--- src/rtl/pwm_capture.sv ---
// rtl/pwm_capture.sv - PWM period and high-time capture
//
// Measures an external PWM waveform. Every full period (rise to rise) gives a
// period count and a high-time count in clock cycles. A missing rising edge
// for 2^CNT_W-1 cycles raises timeout and latches the input level.
//
// Ports:
//   clock       system clock, rising edge
//   reset       asynchronous active-high reset
//   enable      measurement enable; low forces IDLE and holds the outputs
//   pwm_in      asynchronous PWM input
//   period_out  last measured period in cycles
//   high_out    last measured high time in cycles
//   valid       one-cycle pulse when period_out/high_out are loaded
//   timeout     no rising edge within 2^CNT_W-1 cycles
//   level       synchronized input level latched on timeout
//
// Optional feature macro: PWM_CAPTURE_AVG_EN
//   When defined, four consecutive measurements are summed and the outputs
//   carry the truncated average, with valid pulsing once per group of four.

module pwm_capture #(
    parameter int CNT_W = 12
) (
    input  logic             clock,
    input  logic             reset,
    input  logic             enable,
    input  logic             pwm_in,
    output logic [CNT_W-1:0] period_out,
    output logic [CNT_W-1:0] high_out,
    output logic             valid,
    output logic             timeout,
    output logic             level
);

    typedef enum logic [1:0] {
        IDLE = 2'd0,
        HIGH = 2'd1,
        LOW  = 2'd2
    } state_t;

    // Last count before the period would exceed 2^CNT_W-1 cycles.
    localparam logic [CNT_W-1:0] CNT_LAST = {{(CNT_W-1){1'b1}}, 1'b0};

    state_t           state;
    state_t           state_next;
    logic             s1;
    logic             s2;
    logic             s3;
    logic             rise;
    logic             fall;
    logic [CNT_W-1:0] cnt;
    logic [CNT_W-1:0] cnt_inc;
    logic [CNT_W-1:0] high_tmp;
    logic             measuring;
    logic             at_limit;
    logic             meas_done;
    logic             to_hit;
    logic             high_hit;
    logic             cnt_clr;

    // Two-flop synchronizer plus a history flop for edge detection.
    always_ff @(posedge clock or posedge reset) begin
        if (reset) begin
            s1 <= 1'b0;
            s2 <= 1'b0;
            s3 <= 1'b0;
        end else begin
            s1 <= pwm_in;
            s2 <= s1;
            s3 <= s2;
        end
    end

    assign rise      = s2 & ~s3;
    assign fall      = ~s2 & s3;
    assign cnt_inc   = cnt + {{(CNT_W-1){1'b0}}, 1'b1};
    assign measuring = (state == HIGH) || (state == LOW);
    assign at_limit  = (cnt == CNT_LAST);

    // State register.
    always_ff @(posedge clock or posedge reset) begin
        if (reset) begin
            state <= IDLE;
        end else begin
            state <= state_next;
        end
    end

    // Next-state logic. A rise on the limit cycle wins over the timeout so a
    // period of exactly 2^CNT_W-1 is still measured.
    always_comb begin
        state_next = state;
        if (!enable) begin
            state_next = IDLE;
        end else begin
            case (state)
                IDLE: if (rise) state_next = HIGH;
                HIGH: begin
                    if (at_limit)  state_next = IDLE;
                    else if (fall) state_next = LOW;
                end
                LOW: begin
                    if (rise)          state_next = HIGH;
                    else if (at_limit) state_next = IDLE;
                end
                default: state_next = IDLE;
            endcase
        end
    end

    // Control strobes for the datapath registers.
    always_comb begin
        meas_done = 1'b0;
        to_hit    = 1'b0;
        high_hit  = 1'b0;
        cnt_clr   = 1'b1;
        if (enable && measuring) begin
            meas_done = (state == LOW) && rise;
            to_hit    = at_limit && !rise;
            high_hit  = (state == HIGH) && fall && !at_limit;
            cnt_clr   = meas_done || to_hit;
        end
    end

`ifdef PWM_CAPTURE_AVG_EN
    logic [CNT_W+1:0] sum_period;
    logic [CNT_W+1:0] sum_high;
    logic [CNT_W+1:0] sum_period_next;
    logic [CNT_W+1:0] sum_high_next;
    logic [1:0]       meas_cnt;

    assign sum_period_next = sum_period + {2'b00, cnt_inc};
    assign sum_high_next   = sum_high + {2'b00, high_tmp};
`endif

    // Datapath and output registers.
    always_ff @(posedge clock or posedge reset) begin
        if (reset) begin
            cnt        <= '0;
            high_tmp   <= '0;
            period_out <= '0;
            high_out   <= '0;
            valid      <= 1'b0;
            timeout    <= 1'b0;
            level      <= 1'b0;
`ifdef PWM_CAPTURE_AVG_EN
            sum_period <= '0;
            sum_high   <= '0;
            meas_cnt   <= '0;
`endif
        end else begin
            valid <= 1'b0;
            cnt   <= cnt_clr ? '0 : cnt_inc;

            if (high_hit) begin
                high_tmp <= cnt_inc;
            end

            if (to_hit) begin
                timeout <= 1'b1;
                level   <= s2;
            end

`ifdef PWM_CAPTURE_AVG_EN
            if (meas_done) begin
                timeout <= 1'b0;
                if (meas_cnt == 2'd3) begin
                    period_out <= sum_period_next[CNT_W+1:2];
                    high_out   <= sum_high_next[CNT_W+1:2];
                    valid      <= 1'b1;
                    sum_period <= '0;
                    sum_high   <= '0;
                    meas_cnt   <= '0;
                end else begin
                    sum_period <= sum_period_next;
                    sum_high   <= sum_high_next;
                    meas_cnt   <= meas_cnt + 2'd1;
                end
            end else if (to_hit || !enable) begin
                sum_period <= '0;
                sum_high   <= '0;
                meas_cnt   <= '0;
            end
`else
            if (meas_done) begin
                period_out <= cnt_inc;
                high_out   <= high_tmp;
                valid      <= 1'b1;
                timeout    <= 1'b0;
            end
`endif
        end
    end

endmodule

--- config.mk ---
export PLATFORM = sky130hd
export DESIGN_NAME = pwm_capture
export DESIGN_NICKNAME = d
export VERILOG_FILES = /design/src/rtl/pwm_capture.sv
export SDC_FILE = /design/constraint.sdc
export NUM_CORES = 1
export LEC_CHECK = 0
export BUFFER_PORTS_ARGS = -buffer_cell sky130_fd_sc_hd__buf_4
export CAP_MARGIN = 20
export CORE_ASPECT_RATIO = 1.2
export CORE_MARGIN = 10
export CORE_UTILIZATION = 61
export DETAILED_ROUTE_END_ITERATION = 8
export HOLD_SLACK_MARGIN = 0.15
export PLACE_DENSITY_LB_ADDON = 0.12
export SYNTH_ARGS = -nofsm -noshare
export SYNTH_HDL_FRONTEND = slang
export SYNTH_SLANG_ARGS = --single-unit
export TNS_END_PERCENT = 20
--- constraint.sdc ---
create_clock -name clock -period 3.5 [get_ports clock]
set_input_delay 0.7 -clock clock [delete_from_list [all_inputs] [get_ports clock]]
set_output_delay 0.7 -clock clock [all_outputs]
set_load 0.05 [all_outputs]
==> metrics.txt <==
Die Footprint=6730 sq um; Max-slew headroom=52.4%; Avg Cell Area, Syn=11.2 sq um; GPL Wtd Cong=0.836; PD cells=582 nW/um^2; CTS Sinks=56; Tcrit/Tclk final=62.7%; commonest non-fill, non-tap cell in the layout=dfrtp_1; Worst Reg2Reg Path Length in Cells=6; Hold WC Path Type=in2async; RSZ-0062 raised after global routing=no; die height=87.9 microns; PostCTS Resize Cnt=0; dpl hpwl=3230 microns; final setup TNS=0 ps; Slowest-stage cell, CP=nor4_4; CP Launch Type=register; drt pass-1 iters=4; post-synth top area share=59.8%; Post-CTS Hold Buffers=0; main combinational cell family by area after synthesis=simple AND/OR/NAND/NOR gates; ant diodes=0; area grow syn2layout=15.7%; # Max-Cap Violations=0; synth warn=0; initial DRC count=113; most frequent cells in the layout=dfrtp_1, buf_4, nand2_1; drt wl/cell=15.1 microns; fillers=279; largest net degree at the start of global routing=57; Post-CTS Setup Bufs=0; clock skew=5.36 ps; I/O Buffers=30; DR vias=1,584; Max Slew Vio Count=0; CP bufs+invs=2; WP data arrival=2430 ps; Synth Area in Adders=3.20%; pre-CTS setup slack=1300 ps; Initial Util=64.0%; Synth area leader=dfrtp_1; FMAX=0.455 GHz; drc violations=0; worst-skew pair later-pin latency=310 ps; Synth Area in Simple Gates=15.2%; total grt overflow=0; synthesized flop and latch total=56; vias per cell=5.35; P_leak=0.00131 uW; Synth area leaders=dfrtp_1, o21ai_0, mux2i_1; Final nets=254; outcome=finished clean; I/O Pins=31; CTS tree=built; final worst setup slack=1300 ps; initial antenna violation count=0; ANT nets after route=0; Post-Synth XOR/XNOR Area=3.74%; clk buf depth=2; global-route wire length before repair=7450 microns; die width=76.6 microns; critical path's largest stage delay=670 ps; Root Buffer=clkbuf_8; total track usage=13.5%; total core area=3660 sq um; final count of hold timing violations=0; Cell variety after synth=33; CTS buffer count=5; sequential element share of the synthesized area=59.8%; post-synthesis cell area=2340 sq um; crit path launch=state[0]; Compound-Gate Fraction of Synth Area=7.90%; Syn Nets=220; Syn Inst Count=210; final setup violation count=0; CP cell instances=inv_1, ha_1, nand2_1, nor4_4, buf_4, mux2i_1; final WL=4470 microns; Worst Tran Pin Value=709 ps; H-tree levels=2; Required @ worst endpoint=3730 ps; mux contribution to synthesized area=5.60%; Worst-path clk slew=90 ps; Crit. path cell count=6; Setup crit end kind=register; Crit path max-delay family=simple AND/OR/NAND/NOR gates; critical path peak fanout=8; Tmin final=2200 ps; vias in the first global route=1,594; std cell rows=24; Pwr Total=1580 uW; fraction of layout cells with a size suffix above 1=20.1%; Setup Crit Path Kind=reg2reg; FF-to-FF Start=state[0]; final core utilization=74.0%; worst vdd ir=477 uV
power breakdown:
group | total (uW) | switching, uW | internal, uW
clock | 330 | 194 | 137
combinational | 432 | 293 | 138
sequential | 817 | 54.6 | 763
worst register-to-register path, stage by stage (launching register included):
cell     delay [ps]
dfrtp_1         390
inv_1            90
ha_1            340
nand2_1         130
nor4_4          670
buf_4           290
mux2i_1         210
through the flow:
step                hold slack, ps  instance area [sq um]  cells
floorplan                      331                   2340    210
global placement               339                   2610    287
detailed placement             337                   2610    287
CTS                            370                   2690    294
global route                   303                   2710    296
finish                         302                   2710    296
per-layer routing:
metal	GRT usage [%]	wire length, microns	vias up
met4	6.09	111	0
met3	4.51	218	13
met5	0	0	-
li1	-	-	768
met2	23.4	2280	34
met1	15.0	1860	769
synth_stat cells (all sizes together):
cell,count
and4,2
o22ai,1
o2bb2ai,1
or3b,1
and3,1
clkbuf,3
o21ai,25
xor2,7
or2b,1
ha,6
inv,18
nand2,30
nand3,6
xnor2,3
and2b,1
nor4,3
nand3b,1
mux2,1
nor3,2
dfrtp,56
buf,4
nor2,13
o221ai,1
mux2i,12
nand4,6
o41ai,1
a21oi,4
cells by family after synthesis:
kind of cell	count (synthesis)
and+or+nand+nor	67
DFF	56
AOI/OAI and AO/OA	33
buffers and inverters	25
muxes	13
xor gates and xnor gates	10
adders and majority gates	6
flip-flops by register name, indices dropped and copies added, names as in the netlist:
name	count
state	2
s1	1
s3	1
level	1
high_tmp	12
cnt	12
valid	1
timeout	1
s2	1
period_out	12
high_out	12
cell type report:
type	count	area, sq um	share of cell area, %
timing repair buffer	34	265	9.78
clock inverter	1	5.00	0.185
multi-input combinational	129	836	30.8
sequential	56	1400	51.7
tap	52	65.1	2.40
inverter	18	67.6	2.49
clock buffer	6	72.6	2.68
path summary, 6_finish.rpt:
kind	end	slack, ps
max	high_tmp[10]	1300
min	high_tmp[2]	300
max reg2reg	high_tmp[10]	1300
min reg2reg	s2	370
max in group asynchronous	period_out[8]	2700
min in group clock	s2	370
Power figures use the tool's default switching activity.
